`config.mk`:
```
export PLATFORM = sky130hd
export DESIGN_NAME = message_scroller
export DESIGN_NICKNAME = d
export VERILOG_FILES = /design/src/rtl/message_scroller_pkg.sv /design/src/rtl/scroll_tick_gen.sv /design/src/rtl/message_scroller.sv
export SDC_FILE = /design/constraint.sdc
export NUM_CORES = 1
export LEC_CHECK = 0
export CORE_MARGIN = 4
export CORE_UTILIZATION = 40
export CTS_CLUSTER_DIAMETER = 120
export DETAILED_ROUTE_END_ITERATION = 8
export GPL_TIMING_DRIVEN = 0
export PLACE_DENSITY_LB_ADDON = 0.05
export SLEW_MARGIN = 20
export SYNTH_ARGS = -nofsm -noshare
export SYNTH_HDL_FRONTEND = slang
export SYNTH_SLANG_ARGS = --single-unit
```
`constraint.sdc`:
```
create_clock -name clk -period 12.8 [get_ports clk]
set_input_delay 2.56 -clock clk [delete_from_list [all_inputs] [get_ports clk]]
set_output_delay 2.56 -clock clk [all_outputs]
set_load 0.1 [all_outputs]
```
`src/rtl/message_scroller_pkg.sv`:
```
// Shared constants, FSM state type and the wrap-around index helper for the
// message scroller.
package message_scroller_pkg;

   localparam int CHAR_W    = 4;
   localparam int MSG_DEPTH = 16;
   localparam int PTR_W     = $clog2(MSG_DEPTH);
   localparam int LEN_W     = PTR_W + 1;

   typedef enum logic [1:0] {
      RUN,
      LOAD,
      COMMIT
   } state_t;

   // (p + k) mod len using up to three conditional subtractions, so that
   // messages of 1..3 characters repeat across all four digits.
   // NOTE: blocking assignments are correct here; a function body is pure
   // combinational evaluation, never clocked state.
   function automatic logic [PTR_W-1:0] wrap_index(input logic [PTR_W-1:0] p,
                                                   input logic [1:0]       k,
                                                   input logic [LEN_W-1:0] len);
      logic [LEN_W-1:0] v;
      v = LEN_W'(p) + LEN_W'(k);
      for (int i = 0; i < 3; i++) begin
         if (v >= len) v = v - len;
      end
      return v[PTR_W-1:0];
   endfunction

endpackage

```
`src/rtl/scroll_tick_gen.sv`:
```
// Auto-scroll timer and step-button edge detector, merged into one advance
// pulse that is only honoured while the scroller is running.
module scroll_tick_gen #(
   parameter int TICK_DIV = 4000000
) (
   input  logic clk,
   input  logic reset,
   input  logic auto_en,
   input  logic step_btn,
   input  logic run,
   input  logic clear,
   output logic advance
);

   localparam int CNT_W = (TICK_DIV > 2) ? $clog2(TICK_DIV) : 1;
   localparam logic [CNT_W-1:0] TERM = CNT_W'(TICK_DIV - 1);

   logic [CNT_W-1:0] cnt;
   logic             step_q;
   logic             tick;
   logic             step_ev;

   assign tick    = auto_en && (cnt == TERM);
   assign step_ev = step_btn && !step_q;
   // A coincident tick and step collapse into a single advance.
   assign advance = run && (tick || step_ev);

   always_ff @(posedge clk or negedge reset) begin
      if (!reset) begin
         cnt    <= '0;
         step_q <= 1'b0;
      end else begin
         step_q <= step_btn;
         if (!auto_en || clear || tick) cnt <= '0;
         else                           cnt <= cnt + CNT_W'(1);
      end
   end

endmodule

```
`src/rtl/message_scroller.sv`:
```
// Loadable 16-character message store with a scroll position, feeding four
// registered digit codes to the LED driver.
module message_scroller
   import message_scroller_pkg::*;
#(
   parameter int TICK_DIV = 4000000
) (
   input  logic              clk,
   input  logic              reset,
   input  logic              wr_valid,
   output logic              wr_ready,
   input  logic [CHAR_W-1:0] wr_data,
   input  logic              wr_last,
   input  logic              step_btn,
   input  logic              auto_en,
   input  logic              dir,
   output logic [CHAR_W-1:0] dig3,
   output logic [CHAR_W-1:0] dig2,
   output logic [CHAR_W-1:0] dig1,
   output logic [CHAR_W-1:0] dig0,
   output logic [LEN_W-1:0]  msg_len,
   output logic              loading
);

   state_t            state, state_next;
   logic [CHAR_W-1:0] mem [MSG_DEPTH];
   logic [LEN_W-1:0]  wptr;
   logic [PTR_W-1:0]  pos, pos_next, waddr;
   logic [LEN_W-1:0]  len_m1;
   logic              accept, advance;

   assign wr_ready = (state != COMMIT);
   assign accept   = wr_valid && wr_ready;
   assign waddr    = (state == RUN) ? '0 : wptr[PTR_W-1:0];

   scroll_tick_gen #(.TICK_DIV(TICK_DIV)) u_tick (
      .clk     (clk),
      .reset   (reset),
      .auto_en (auto_en),
      .step_btn(step_btn),
      .run     (state == RUN),
      .clear   (state == COMMIT),
      .advance (advance)
   );

   always_ff @(posedge clk or negedge reset) begin
      if (!reset) state <= RUN;
      else        state <= state_next;
   end

   // NOTE: every output of this block gets a default first, so no path can
   // leave one unassigned and infer a latch.
   always_comb begin
      state_next = state;
      loading    = 1'b0;
      case (state)
         RUN: begin
            if (accept) state_next = wr_last ? COMMIT : LOAD;
         end
         LOAD: begin
            loading = 1'b1;
            if (accept && (wr_last || wptr == LEN_W'(MSG_DEPTH - 1))) state_next = COMMIT;
         end
         COMMIT:  state_next = RUN;
         default: state_next = RUN;
      endcase
   end

   // NOTE: the message memory is deliberately reset; its power-up contents
   // (0..F) are the default display, so it must be flops, not a RAM macro.
   always_ff @(posedge clk or negedge reset) begin
      if (!reset) begin
         for (int i = 0; i < MSG_DEPTH; i++) mem[i] <= CHAR_W'(i);
         wptr <= '0;
      end else if (accept) begin
         mem[waddr] <= wr_data;
         wptr       <= (state == RUN) ? LEN_W'(1) : wptr + LEN_W'(1);
      end
   end

   assign len_m1 = msg_len - LEN_W'(1);

   always_comb begin
      pos_next = pos;
      if (!dir) pos_next = (LEN_W'(pos) == len_m1) ? '0 : pos + PTR_W'(1);
      else      pos_next = (pos == '0) ? len_m1[PTR_W-1:0] : pos - PTR_W'(1);
   end

   always_ff @(posedge clk or negedge reset) begin
      if (!reset) begin
         msg_len <= LEN_W'(MSG_DEPTH);
         pos     <= '0;
      end else if (state == COMMIT) begin
         msg_len <= wptr;
         pos     <= '0;
      end else if (advance) begin
         pos <= pos_next;
      end
   end

   // Digits refresh only while running, so a load in progress stays frozen.
   always_ff @(posedge clk or negedge reset) begin
      if (!reset) begin
         dig3 <= CHAR_W'(0);
         dig2 <= CHAR_W'(1);
         dig1 <= CHAR_W'(2);
         dig0 <= CHAR_W'(3);
      end else if (state == RUN) begin
         dig3 <= mem[wrap_index(pos, 2'd0, msg_len)];
         dig2 <= mem[wrap_index(pos, 2'd1, msg_len)];
         dig1 <= mem[wrap_index(pos, 2'd2, msg_len)];
         dig0 <= mem[wrap_index(pos, 2'd3, msg_len)];
      end
   end

endmodule

```
# After elaboration in Yosys (flattened, before gate mapping)
# Cells that the tools add are included.
# op_classes
add_sub_neg	20
n_lt_le_gt_ge	18
eq_ne	8
mux	52
n_bitwise	5
reduce_logical	16
# ops
op	n
two-way mux 4 bit	23
two-way mux 5 bit	17
binary-select mux 4 bit (select 4 bit)	4
bitwise mux 64 bit	1
>= comparator 5 bit	11
subtractor 5 bit	7
>= comparator 5 bit (second input constant)	5
inverter 4 -> 5 bit	5
adder 22 x 1 -> 22 bit (second input constant)	1
equality test 22 bit (second input constant)	1
two-way mux 22 bit	1
demux 4 bit (select 4 bit)	1
subtractor 4 bit	4
adder 4 x 2 -> 5 bit (second input constant)	2
logical AND 1 bit	6
two-way mux 2 bit	3
!= test 2 bit (second input constant)	3
adder 4 x 1 -> 5 bit (second input constant)	1
adder 5 x 1 -> 5 bit (second input constant)	1
equality test 4 x 5 -> 1 bit	1
equality test 5 x 4 -> 1 bit (second input constant)	1
>= comparator 4 x 5 -> 1 bit	1
less-than comparator 5 x 1 -> 1 bit (second input constant)	1
subtractor 4 x 5 -> 5 bit	1
other kinds (13)	17
# totals
regBits	119
output_inout_bits	23

# Longest topological paths before layout
# depth
ltp_word	14
depth_mapped	28
mapped_depth_nobuf	26

# By module
# Synthesis repeated with hierarchy kept, for this count alone.
# unflattened
hier_cells	1143
area_unflattened_um2	10817.9
# by_module_without_submodules
mod	instances	cells_per_inst	area_each_um2
message_scroller	1	1025	9614.2
scroll_tick_gen	1	118	1203.7

# Worst setup path after synthesis
# Ideal clock, no wire load.
# synth_timing
path_kind	reg-to-reg
from	register msg_len[1]
to	register dig2[3]
setup_ns	0.128
arrival_ns	6.838
required_ns	12.672
slack_ns	5.834
stages_incl_launch_ff	24
n_path_buf	1
path_cell_list	dfrtp_1 -> inv_1 -> ha_1 -> nor2b_1 -> o31a_1 -> o31a_1 -> mux2_4 -> ha_1 -> nand2_1 -> o21ai_0 -> a221o_1 -> clkbuf_1 -> nand2_1 -> and2_1 -> ha_1 -> a21oi_1 -> o21ai_0 -> a31oi_2 -> nand2_1 -> o211ai_1 -> nor2b_1 -> a221oi_1 -> o211ai_1 -> nand3_1
# synth_via
elab_chain_len	13
elab_cells_between_ends	16
# synth_lines
item	line	text
start, declared	message_scroller.sv:21	output logic [LEN_W-1:0] msg_len,
start signal, assigned	message_scroller.sv:91	msg_len <= LEN_W'(MSG_DEPTH);
start signal, assigned	message_scroller.sv:94	msg_len <= wptr;
subtractor 5 bit / >= comparator 5 bit (equally long branches)	message_scroller_pkg.sv:26	if (v >= len) v = v - len;
two-way mux 5 bit	message_scroller_pkg.sv:26	
two-way mux 5 bit	message_scroller.sv:108	end else if (state == RUN) begin
subtractor 5 bit / >= comparator 5 bit (equally long branches)	message_scroller_pkg.sv:26	
two-way mux 5 bit	message_scroller_pkg.sv:26	
two-way mux 5 bit	message_scroller.sv:108	
subtractor 4 bit / >= comparator 5 bit (equally long branches)	message_scroller_pkg.sv:26	
two-way mux 4 bit (*)	message_scroller_pkg.sv:26	
two-way mux 4 bit (*)	message_scroller.sv:108	
inverter 4 -> 5 bit (implied by the code) (*)	message_scroller.sv:110	dig2 <= mem[wrap_index(pos, 2'd1, msg_len)];
binary-select mux 4 bit (select 4 bit) (*)	message_scroller.sv:110	
two-way mux 4 bit (implied by the code) (*) (2 in a row)	message_scroller.sv:110	
end signal, assigned	message_scroller.sv:110	
end, declared	message_scroller.sv:18	output logic [CHAR_W-1:0] dig2,
# Mark *: on every way between the ends. The rest lies on a longest branch, timed or not. The select of a mux whose other input is x is not followed.
# A chain may end at the register's enable or synchronous reset.

# Worst setup path after layout
# layout_timing
from	register msg_len[1]
to	register dig1[0]
# layout_via
elab_chain_len	13
elab_cells_between_ends	16
# layout_lines
item	line	text
subtractor 5 bit / >= comparator 5 bit (equally long branches)	message_scroller_pkg.sv:26	
two-way mux 5 bit	message_scroller_pkg.sv:26	
two-way mux 5 bit	message_scroller.sv:108	
subtractor 5 bit / >= comparator 5 bit (equally long branches)	message_scroller_pkg.sv:26	
two-way mux 5 bit	message_scroller_pkg.sv:26	
two-way mux 5 bit	message_scroller.sv:108	
subtractor 4 bit / >= comparator 5 bit (equally long branches)	message_scroller_pkg.sv:26	
two-way mux 4 bit (*)	message_scroller_pkg.sv:26	
two-way mux 4 bit (*)	message_scroller.sv:108	
inverter 4 -> 5 bit (implied by the code) (*)	message_scroller.sv:111	dig1 <= mem[wrap_index(pos, 2'd2, msg_len)];
binary-select mux 4 bit (select 4 bit) (*)	message_scroller.sv:111	
two-way mux 4 bit (implied by the code) (*) (2 in a row)	message_scroller.sv:111	
end signal, assigned	message_scroller.sv:111	
end, declared	message_scroller.sv:19	output logic [CHAR_W-1:0] dig1,
# Marks and branches as above.

==> reports/results.tsv <==
stage	metric	value	unit
grt	grt_pass1_wl	50700	um
cts	cts_resized	0	
floorplan	die_h	171	um
routing	via_count	8613	
sta	finalHoldViolations	0	
cts	cts_tree	yes	
logic_synthesis	syn_inst	1099	
placement	globalplace.congestion	0.901	
layout	final_area	12000	um2
grt	track_usage	0.223	
floorplan	row_count	59	
cts	root_buffer	clkbuf_16	
floorplan	dieArea	29300	um2
grt	grt_max_degree	62	
placement	io_buffer_count	32	
cts	clock_sinks	119	
sta	whs	0.471	ns
cts	cts_hold_buf	0	
sta	rsz0062_at_grt	false	
cts	cts.path.max_buffers	2	
sta	fin_crit_sh	0.639	
grt	grt_pass1_vias	8690	
sta	relSlewSlack	0.309	
routing	drt_iter0_markers	615	
critical_path	crit_path_end_kind	flop	
logic_synthesis	syn_nets	1189	
cts	numCtsBuffers	17	
routing	detail-route-antenna-nets	0	
floorplan	fp.coreArea	26100	um2
status	status	complete, no violations	
grt	overflow	0	
routing	drc	0	
routing	wl_per_cell	21.3	um
sta	fin_crit	8.18	ns
sta	worstMarginPinSlew	1.02	ns
logic_synthesis	synth_ff_type	dfrtp_1	
layout	drive_above_1_share	0.165	
sta	fin_worst_skew	0.0108	ns
placement	dpl-instance-area	11400	um2
placement	dpl.hpwl	24400	um
sta	slew_viol_final	0	
critical_path	ff2ff_setup_slack	4.62	ns
cts	ctsHtreeMaxLevel	4	
sta	timing.setup.tns	0	ns
critical_path	arrival	8.53	ns
layout	insertedDiodeCount	0	
placement	dp_slack	4.56	ns
routing	viasPerCell	5.75	
critical_path	crit_chain	inv_1 > ha_1 > nor2b_1 > o31a_1 > o21a_1 > o32ai_1 > ha_1 > nor2b_1 > o21ai_0 > a31oi_1 > buf_2 > a21boi_0 > or2_2 > ha_1 > a21o_1 > a31oi_1 > o21a_1 > nand2_1 > o221ai_2 > nor4b_1 > a22oi_1 > nand3_1	
logic_synthesis	synth_area	10700	um2
floorplan	fp.dieW	171	um
critical_path	critPathSlowestCell	dfrtp_1	
logic_synthesis	synth_cell_type_count	74	
logic_synthesis	synth_edf_count	0	
critical_path	critical_path_class	reg -> reg	
logic_synthesis	yosysWarnings	0	
grt	antenna_found_initial	0	
layout	num-fill-cells	2605	
floorplan	pin_count	34	
critical_path	slowest_delay	0.99	ns
cts	clk_pin_slew	0.06	ns
logic_synthesis	seq_area_frac_synth	0.284	
cts	clock_latency	0.42	ns
layout	fin_nets	1241	
critical_path	cp_max_fo	16	
logic_synthesis	async_reset_ff_frac	1.00	
routing	drtPass1Iterations	5	
logic_synthesis	synthTopCellsByArea	dfrtp_1, mux2i_1, dfstp_2	
sta	timing.final.ws_setup	4.62	ns
logic_synthesis	synth_area_per_cell	9.70	um2
logic_synthesis	ys_ff_latch	119	
critical_path	critPathLaunchType	flop	
critical_path	cp_common_cell	ha_1	
cts	post_cts_buffers	0	
min_path	hold_class	reg -> reg	
job	maxCapViolations	0	
logic_synthesis	synth_top_area_cell	dfrtp_1	
logic_synthesis	synth_top_area_share	0.193	
critical_path	critPathRequiredTime	13.15	ns
routing	drt_wl_total	32000	um
layout	area_delta_synth_final	12.7	%
sta	fmax	0.122	GHz
floorplan	start_util	0.408	
sta	setup_violations	0	
kinds of logic (layout without fill, tap and decap cells):
| kind of cell | count (synthesis) | after routing | share of synthesized area |
|---|---|---|---|
| muxes | 265 | 265 | 0.259 |
| adders and majority gates | 79 | 79 | 0.101 |
| and+or+nand+nor | 265 | 265 | 0.125 |
| xor gates and xnor gates | 49 | 49 | 0.0403 |
| buffers and inverters | 92 | 157 | 0.0365 |
| AOI/OAI and AO/OA | 230 | 230 | 0.154 |
| DFF | 119 | 119 | 0.284 |
state kept, by name, summed over array words and instances, names as in the netlist:
| signal | flops |
|---|---|
| dig0 | 4 |
| dig2 | 4 |
| dig3 | 4 |
| mem | 64 |
| u_tick.step_q | 1 |
| msg_len | 5 |
| u_tick.cnt | 22 |
| wptr | 5 |
| dig1 | 4 |
| state | 2 |
| pos | 4 |
cell type report:
| cell class | instances | area (um2) | share of cell area |
|---|---|---|---|
| repair buffers | 33 | 353 | 0.0294 |
| flip-flops and latches | 119 | 3020 | 0.252 |
| clock buffers | 18 | 429 | 0.0357 |
| well taps | 335 | 419 | 0.0349 |
| plain buffers | 45 | 213 | 0.0177 |
| clock inverters | 14 | 149 | 0.0124 |
| multi-input cells | 888 | 7240 | 0.603 |
| inverters | 47 | 176 | 0.0147 |
cell usage after synthesis (all sizes together), types with 3 or more instances:
library cell / instances
a21oi: 42
a211oi: 9
buf: 26
nand2: 73
o21ai: 37
xor2: 24
o21a: 8
nor4b: 3
o311ai: 4
o32ai: 4
and3: 10
nand2b: 18
nand3b: 4
mux2i: 185
nor3b: 3
and2: 8
nor2b: 19
o31a: 5
a31oi: 9
ha: 67
dfstp: 37
nand4b: 4
o211ai: 23
or2: 6
nor3: 10
nor2: 56
or3b: 4
mux2: 80
xnor2: 25
a22oi: 26
o221ai: 5
a221oi: 4
nand4: 9
a21o: 27
o211a: 3
inv: 47
nand3: 29
fa: 12
or3: 6
o31ai: 4
clkbuf: 19
dfrtp: 82
through the flow:
step,util,cells
2_1_floorplan,-,1099
3_3_place_gp,0.436,1466
3_5_place_dp,0.437,1467
4_1_cts,0.459,1499
5_1_grt,0.459,1499
6_report,0.459,1499
metal layers:
layer	routed length [um]	up-vias	global-route usage
li1	-	4187	-
met2	14300	200	0.347
met1	15800	4191	0.330
met5	0	-	0
met4	547	0	0.0548
met3	1410	35	0.0283
critical path, delay by kind of cell, from the launching register on:
kind	cells	cell delay, ns
AOI/OAI and AO/OA	11	3.29
and+or+nand+nor	6	1.62
buffers and inverters	2	0.97
adders and majority gates	3	1.21
DFF	1	0.99
placed cells by master (no fill, tap or decap), drive strengths merged, types with 9 or more instances in the layout:
master         count
buf               28
xor2              24
nor2b             19
a21o              27
nand2             73
mux2i            185
nor2              56
and3              10
nand3             29
a31oi              9
mux2              80
o21ai             37
clkbuf            37
dfstp             37
clkdlybuf4s50     31
xnor2             25
nor3              10
fa                12
a21oi             42
nand4              9
nand2b            18
inv               50
ha                67
dfrtp             82
o211ai            23
a22oi             26
a211oi             9
final timing paths:
path,to,startpoint,cells after the start
min in group asynchronous,u_tick.cnt[20],reset,1
max,dig1[0],msg_len[1],22
max in group asynchronous,dig0[1],reset,2
min,dig2[0],dig2[0],2
max reg2reg,dig1[0],msg_len[1],22
min reg2reg,dig2[0],dig2[0],2
Power is not shown: default switching activity piles up to over one toggle a cycle in this logic, so the estimate is an artifact.
